## src/rtl/dsp48a1.sv

```systemverilog
// DSP48A1-style arithmetic slice: D +/- B pre-adder, 18x18 unsigned multiplier and a
// 48-bit post-adder/subtractor. Each pipeline stage is a register or a wire by parameter.

// One optional pipeline stage: clears asynchronously, loads on CE, or collapses to a wire.
module dsp48a1_stage #(
  parameter int unsigned W  = 18,
  parameter bit          EN = 1'b1
) (
  input  logic         clk,
  input  logic         rst_n,
  input  logic         ce,
  input  logic [W-1:0] din,
  output logic [W-1:0] dout
);
  if (EN) begin : g_reg
    logic [W-1:0] data_q, data_d;

    always_comb data_d = ce ? din : data_q;

    // NOTE: state is written only with <= so every flop samples pre-edge values;
    // the clear is in the sensitivity list, so it acts without waiting for a clock.
    always_ff @(posedge clk or negedge rst_n) begin
      if (!rst_n) data_q <= '0;
      else        data_q <= data_d;
    end

    assign dout = data_q;
  end else begin : g_wire
    logic unused_ctrl;
    assign unused_ctrl = ^{clk, rst_n, ce};
    assign dout        = din;
  end
endmodule

module dsp48a1 #(
  parameter int unsigned A0REG       = 0,
  parameter int unsigned A1REG       = 1,
  parameter int unsigned B0REG       = 0,
  parameter int unsigned B1REG       = 1,
  parameter int unsigned CREG        = 1,
  parameter int unsigned DREG        = 1,
  parameter int unsigned MREG        = 1,
  parameter int unsigned PREG        = 1,
  parameter int unsigned CARRYINREG  = 1,
  parameter int unsigned CARRYOUTREG = 1,
  parameter int unsigned OPMODEREG   = 1,
  parameter int unsigned CARRYINSEL  = 0,
  parameter string       B_INPUT     = "DIRECT"
) (
  input  logic        CLK,
  input  logic        RSTA,
  input  logic        RSTB,
  input  logic        RSTC,
  input  logic        RSTD,
  input  logic        RSTM,
  input  logic        RSTP,
  input  logic        RSTCARRYIN,
  input  logic        RSTOPMODE,
  input  logic        CEA,
  input  logic        CEB,
  input  logic        CEC,
  input  logic        CED,
  input  logic        CEM,
  input  logic        CEP,
  input  logic        CECARRYIN,
  input  logic        CEOPMODE,
  input  logic [17:0] A,
  input  logic [17:0] B,
  input  logic [17:0] D,
  input  logic [17:0] BCIN,
  input  logic [47:0] C,
  input  logic [47:0] PCIN,
  input  logic        CARRYIN,
  input  logic [7:0]  OPMODE,
  output logic [17:0] BCOUT,
  output logic [35:0] M,
  output logic [47:0] P,
  output logic [47:0] PCOUT,
  output logic        CARRYOUT,
  output logic        CARRYOUTF
);
  localparam bit USE_BCIN = (B_INPUT == "CASCADE");

  logic [17:0] b_src, a0, a1, b0, d_s, pre_sum, b1;
  logic [35:0] mult, m_s;
  logic [47:0] c_s, p_s, x_mux, z_mux;
  logic [48:0] post;
  logic [7:0]  op;
  logic        ci_src, cin, co_s;

  assign b_src  = USE_BCIN ? BCIN : B;
  assign ci_src = (CARRYINSEL != 0) ? op[5] : CARRYIN;

  dsp48a1_stage #(.W(18), .EN(A0REG != 0)) u_a0 (.clk(CLK), .rst_n(RSTA), .ce(CEA), .din(A),     .dout(a0));
  dsp48a1_stage #(.W(18), .EN(A1REG != 0)) u_a1 (.clk(CLK), .rst_n(RSTA), .ce(CEA), .din(a0),    .dout(a1));
  dsp48a1_stage #(.W(18), .EN(B0REG != 0)) u_b0 (.clk(CLK), .rst_n(RSTB), .ce(CEB), .din(b_src), .dout(b0));
  dsp48a1_stage #(.W(18), .EN(DREG  != 0)) u_d  (.clk(CLK), .rst_n(RSTD), .ce(CED), .din(D),     .dout(d_s));
  dsp48a1_stage #(.W(48), .EN(CREG  != 0)) u_c  (.clk(CLK), .rst_n(RSTC), .ce(CEC), .din(C),     .dout(c_s));
  dsp48a1_stage #(.W(8),  .EN(OPMODEREG != 0)) u_op (
    .clk(CLK), .rst_n(RSTOPMODE), .ce(CEOPMODE), .din(OPMODE), .dout(op)
  );
  dsp48a1_stage #(.W(18), .EN(B1REG != 0)) u_b1 (.clk(CLK), .rst_n(RSTB), .ce(CEB), .din(pre_sum), .dout(b1));
  dsp48a1_stage #(.W(36), .EN(MREG  != 0)) u_m  (.clk(CLK), .rst_n(RSTM), .ce(CEM), .din(mult),    .dout(m_s));
  dsp48a1_stage #(.W(1),  .EN(CARRYINREG != 0)) u_ci (
    .clk(CLK), .rst_n(RSTCARRYIN), .ce(CECARRYIN), .din(ci_src), .dout(cin)
  );
  dsp48a1_stage #(.W(48), .EN(PREG != 0)) u_p (.clk(CLK), .rst_n(RSTP), .ce(CEP), .din(post[47:0]), .dout(p_s));
  dsp48a1_stage #(.W(1),  .EN(CARRYOUTREG != 0)) u_co (
    .clk(CLK), .rst_n(RSTP), .ce(CEP), .din(post[48]), .dout(co_s)
  );

  // Pre-adder and multiplier: both operate modulo their result width.
  always_comb begin
    // NOTE: each variable gets a default before any branch, so no path can infer a latch.
    pre_sum = b0;
    if (op[4]) pre_sum = op[6] ? (d_s - b0) : (d_s + b0);
    mult = {18'd0, a1} * {18'd0, b1};
  end

  // Operand muxes and post-adder; P feedback assumes PREG=1 so it is the registered result.
  always_comb begin
    x_mux = '0;
    z_mux = '0;
    case (op[1:0])
      2'd1:    x_mux = {12'd0, m_s};
      2'd2:    x_mux = p_s;
      2'd3:    x_mux = {d_s[11:0], a1, b1};
      default: x_mux = '0;
    endcase
    case (op[3:2])
      2'd1:    z_mux = PCIN;
      2'd2:    z_mux = p_s;
      2'd3:    z_mux = c_s;
      default: z_mux = '0;
    endcase
    // Subtract mode: bit 48 of the 49-bit difference is the borrow.
    if (op[7]) post = {1'b0, z_mux} - ({1'b0, x_mux} + {48'd0, cin});
    else       post = {1'b0, z_mux} + {1'b0, x_mux} + {48'd0, cin};
  end

  assign BCOUT     = b1;
  assign M         = m_s;
  assign P         = p_s;
  assign PCOUT     = p_s;
  assign CARRYOUT  = co_s;
  assign CARRYOUTF = co_s;
endmodule

```

## config.mk

```make
export PLATFORM = sky130hd
export DESIGN_NAME = dsp48a1
export DESIGN_NICKNAME = d
export VERILOG_FILES = /design/src/rtl/dsp48a1.sv
export SDC_FILE = /design/constraint.sdc
export NUM_CORES = 2
export LEC_CHECK = 0
export ABC_AREA = 1
export BUFFER_PORTS_ARGS = -buffer_cell sky130_fd_sc_hd__buf_2
export CAP_MARGIN = 20
export CORE_MARGIN = 10
export CORE_UTILIZATION = 25
export CTS_BUF_LIST = sky130_fd_sc_hd__clkbuf_16
export CTS_CLUSTER_SIZE = 10
export DETAILED_ROUTE_END_ITERATION = 7
export PLACE_DENSITY = 0.46
export SETUP_SLACK_MARGIN = 0.05
export SLEW_MARGIN = 15
export SYNTH_ARGS = -nofsm -noshare
export SYNTH_HDL_FRONTEND = slang
export SYNTH_SLANG_ARGS = --single-unit
```

## constraint.sdc

```tcl
create_clock -name CLK -period 14.21 [get_ports CLK]
set_input_delay 2.1315 -clock CLK [delete_from_list [all_inputs] [get_ports CLK]]
set_output_delay 2.1315 -clock CLK [all_outputs]
set_load 0.05 [all_outputs]
```

==> qor.log <==
qor: drt.initial_detailed_routing_violation_count 2480
qor: clocking.cts_max_path_buffers 2
qor: grt.antenna_found_initial 12
qor: critical_path.crit_path_most_repeated_cell sky130_fd_sc_hd__fa_1
qor: yosys.syn_area_per_cell 6.65 um2
qor: critical_path.crit_family adder cells
qor: sta.final-hold-violation-count 0
qor: critical_path.worst-r2r-cell-count 20
qor: sta.fin_skew 31.1 ps
qor: sta.setup_viol 0
qor: cells_and_area.sequential_cell_area_in_the_final_layout 4880 um2
qor: yosys.synth.cell_area 30600 um2
qor: floorplanning.die_h 370 um
qor: drt.detail_route_antenna_nets 0
qor: grt.grt_overflow 0
qor: yosys.yosys.cell_types.count 49
qor: clocking.cts_hold_buf 0
qor: clocking.clock_latency_on_the_worst_skew_pair 570 ps
qor: yosys.synthesis.instances 4605
qor: yosys.synth-edff-count 0
qor: sta.setup_tns_final 0 ps
qor: clocking.cts_made_buffers 17
qor: cells_and_area.layout.nets 5510
qor: place.globalplace.congestion 0.950
qor: min_path.hold_depth 2
qor: drt.wirelength 145 mm
qor: drt.detail_route.wl_per_cell 22.5 um
qor: yosys.ys_seq_area_frac 0.159
qor: sta.grt_setup_unrepaired no
qor: drt.top_signal_layer_used met5
qor: critical_path.critical_path.startpoint_type flip-flop
qor: clocking.cts.repair.resized 0
qor: grt.grt_start_max_net_pins 68
qor: cells_and_area.layout-area-overhead-vs-synth 12.0%
qor: yosys.synthFlopType sky130_fd_sc_hd__dfrtp_1
qor: place.hpwl_dp 123 mm
qor: critical_path.path_depth 20
qor: yosys.ys_warn_count 0
qor: drt.detailedRoute.firstPassIterationCount 5
qor: sta.achievable-frequency 152 MHz
qor: sta.worstMarginPinSlew 1140 ps
qor: drt.dr_wl_met3 6.70 mm
qor: clocking.h_tree_depth 4
qor: grt.first_global_vias 30605
qor: clocking.cts-root-buf sky130_fd_sc_hd__clkbuf_16
qor: sta.final_min_period_over_clock_period 0.463
qor: critical_path.critPathMaxFanout 20
qor: clocking.worst_setup_hold_path_clk_slew 110 ps
qor: drt.remaining_drc_errors 0
qor: sta.maxSlewViolCount 0
qor: floorplanning.start_util 0.251
qor: sta.final_period_minus_worst_setup_slack 6580 ps
qor: clocking.post_cts.repair.setup_buffers 0
qor: floorplanning.fp.coreArea 122000 um2
qor: floorplanning.floorplan.die.width 370 um
qor: grt.first_pass_grt_wire_length 209 mm
qor: cells_and_area.drive_above_1_share 0.104
qor: drt.vias_per_cell 4.71
qor: grt.grt.total_usage 0.207
qor: yosys.synth.net_count 5327
qor: floorplanning.placementRows 128
qor: drt.dr_wl_met2 69.3 mm
qor: critical_path.worst_path_largest_cell_delay 1110 ps
qor: job.cap_violations 0
qor: cells_and_area.multi_input_area 20800 um2
qor: drt.route.vias.total 30277
qor: critical_path.critical_path.endpoint_type flip-flop
qor: drt.drt-met1-wl 63.3 mm
qor: sta.relSlewSlack 0.240
qor: status.run_status finished, final reports clean
qor: critical_path.worst_path_max_delay_cell sky130_fd_sc_hd__dfrtp_1
qor: floorplanning.die_area 137000 um2
qor: critical_path.critPathRequiredTime 14700 ps
qor: critical_path.cp_data_arrival_time 7060 ps
qor: clocking.tritoncts yes
qor: place.placement.io_buffers 326
qor: min_path.worst_hold_path_type reg2reg
qor: critical_path.worst-setup-path-type reg2reg
qor: critical_path.timing.critical_path.cells nand2_1 -> fa_1 -> fa_1 -> fa_1 -> inv_1 -> fa_1 -> fa_1 -> inv_1 -> fa_1 -> inv_1 -> ha_1 -> nand2_1 -> o21ai_0 -> a21oi_1 -> o21ai_1 -> nand2_1 -> o21ai_0 -> or2_1 -> nand3_1 -> nand2_1
qor: critical_path.critical_path_buf_inv_count 3
qor: clocking.cts.sink_count 195
qor: yosys.synth.ff_latch_count 195
qor: yosys.asyncSetResetFlopFracSynth 1.00
qor: floorplanning.ioPinCount 346
qor: cells_and_area.final.fill_count 13851
[cells in the mapped netlist (5+ instances only)]
master                        n  area share
sky130_fd_sc_hd__nand2_1   1305        0.16
sky130_fd_sc_hd__buf_2       11      0.0018
sky130_fd_sc_hd__a21oi_1    240       0.039
sky130_fd_sc_hd__nand3b_1    12      0.0029
sky130_fd_sc_hd__xor2_1      38       0.011
sky130_fd_sc_hd__or2_2        5      0.0010
sky130_fd_sc_hd__buf_4       49       0.012
sky130_fd_sc_hd__a21o_1      28      0.0069
sky130_fd_sc_hd__a31oi_1     23      0.0047
sky130_fd_sc_hd__nor3_1      26      0.0043
sky130_fd_sc_hd__clkinv_1     5     0.00061
sky130_fd_sc_hd__nand3_1    175       0.029
sky130_fd_sc_hd__nand2_2     18      0.0037
sky130_fd_sc_hd__inv_2        6     0.00074
sky130_fd_sc_hd__nor2_1     236       0.029
sky130_fd_sc_hd__or2_1        7      0.0014
sky130_fd_sc_hd__o21bai_1    28      0.0069
sky130_fd_sc_hd__buf_1       32      0.0039
sky130_fd_sc_hd__o22ai_1     28      0.0057
sky130_fd_sc_hd__fa_1       261        0.17
sky130_fd_sc_hd__o211ai_1     8      0.0020
sky130_fd_sc_hd__dfrtp_1    195        0.16
sky130_fd_sc_hd__o21ai_1     19      0.0031
sky130_fd_sc_hd__o21a_1       6      0.0015
sky130_fd_sc_hd__mux2_2      35       0.013
sky130_fd_sc_hd__nor2_2      16      0.0033
sky130_fd_sc_hd__clkbuf_1   103       0.013
sky130_fd_sc_hd__o21ai_0    246       0.040
sky130_fd_sc_hd__ha_1       267        0.11
sky130_fd_sc_hd__o221ai_1    30      0.0086
sky130_fd_sc_hd__a21oi_2      5      0.0014
sky130_fd_sc_hd__inv_1     1053        0.13
sky130_fd_sc_hd__xnor2_1     13      0.0037
sky130_fd_sc_hd__nand4_1     44      0.0090
[layout make-up]
cell class | instances | share of cell area
Inverter | 1064 | 0.116
Antenna cell | 6 | 0.000438
Clock inverter | 15 | 0.00719
Tap cell | 1625 | 0.0593
Sequential cell | 195 | 0.142
Multi-Input combinational cell | 3151 | 0.607
Clock buffer | 17 | 0.0124
Timing Repair Buffer | 359 | 0.0549
[tightest hold or removal path, stage by stage (launching register included)]
cell	delay, ps
sky130_fd_sc_hd__dfrtp_1	370
sky130_fd_sc_hd__nand2_1	60
sky130_fd_sc_hd__nand2_1	50
[state kept, by name, indices dropped and copies added, names as in the netlist]
| name | count |
|---|---|
| u_op.dout | 7 |
| u_co.dout | 1 |
| u_c.dout | 48 |
| u_b1.dout | 18 |
| u_a1.dout | 18 |
| u_d.dout | 18 |
| u_ci.dout | 1 |
| u_m.dout | 36 |
| u_p.dout | 48 |
[metrics by stage]
step                      utilization  setup slack [ps]  instance area (um2)  hold slack (ps)  instances
final                           0.282              7630                34300              505       6432
after global routing            0.282              7330                34300              526       6429
after CTS                       0.282              7630                34300              508       6426
after detailed placement        0.276              7680                33600              480       6394
after global placement          0.276              7660                33600              470       6394
after floorplan                     -              8340                30600              481       4605
[worst paths after layout]
check	slack, ps	from	end
setup / recovery	7630	u_b1.dout[4]	u_m.dout[26]
hold / removal	510	u_b1.dout[0]	u_b1.dout[0]
setup reg to reg	7630	u_b1.dout[4]	u_m.dout[26]
hold reg to reg	510	u_b1.dout[0]	u_b1.dout[0]
max in group asynchronous	11800	RSTP	u_p.dout[0]
min in group asynchronous	1350	RSTCARRYIN	u_ci.dout
[kinds of logic (layout without fill, tap and decap cells)]
kind of cell               count (synthesis)  count (layout)  share of synthesized area
AOI/OAI and AO/OA                        671             671                      0.123
xor gates and xnor gates                  51              51                     0.0146
adders and majority gates                528             528                      0.280
buffers and inverters                   1259            1455                      0.161
DFF                                      195             195                      0.159
muxes                                     35              35                     0.0129
other                                      0               6                          0
and+or+nand+nor                         1866            1866                      0.249
[placed cells by master, fill, tap and decap left out, types with 13 or more instances in the layout]
cell type,count
sky130_fd_sc_hd__nand2_1,1304
sky130_fd_sc_hd__inv_1,1051
sky130_fd_sc_hd__buf_2,325
sky130_fd_sc_hd__ha_1,267
sky130_fd_sc_hd__fa_1,261
sky130_fd_sc_hd__o21ai_0,246
sky130_fd_sc_hd__a21oi_1,240
sky130_fd_sc_hd__nor2_1,234
sky130_fd_sc_hd__dfrtp_1,194
sky130_fd_sc_hd__nand3_1,175
sky130_fd_sc_hd__nand4_1,44
sky130_fd_sc_hd__xor2_1,38
sky130_fd_sc_hd__mux2_2,35
sky130_fd_sc_hd__buf_4,34
sky130_fd_sc_hd__o221ai_1,30
sky130_fd_sc_hd__o22ai_1,28
sky130_fd_sc_hd__a21o_1,28
sky130_fd_sc_hd__o21bai_1,28
sky130_fd_sc_hd__nor3_1,26
sky130_fd_sc_hd__a31oi_1,23
sky130_fd_sc_hd__nand2_2,19
sky130_fd_sc_hd__o21ai_1,19
sky130_fd_sc_hd__nor2_2,17
sky130_fd_sc_hd__clkbuf_16,17
sky130_fd_sc_hd__xnor2_1,13
[layer usage]
layer  track usage  up-vias
li1              -    14403
met1         0.268    14890
met2         0.351      807
met3        0.0240      173
met4        0.0737        4
met5             0        -
Power is not shown: default switching activity piles up to over one toggle a cycle in this logic, so the estimate is an artifact.
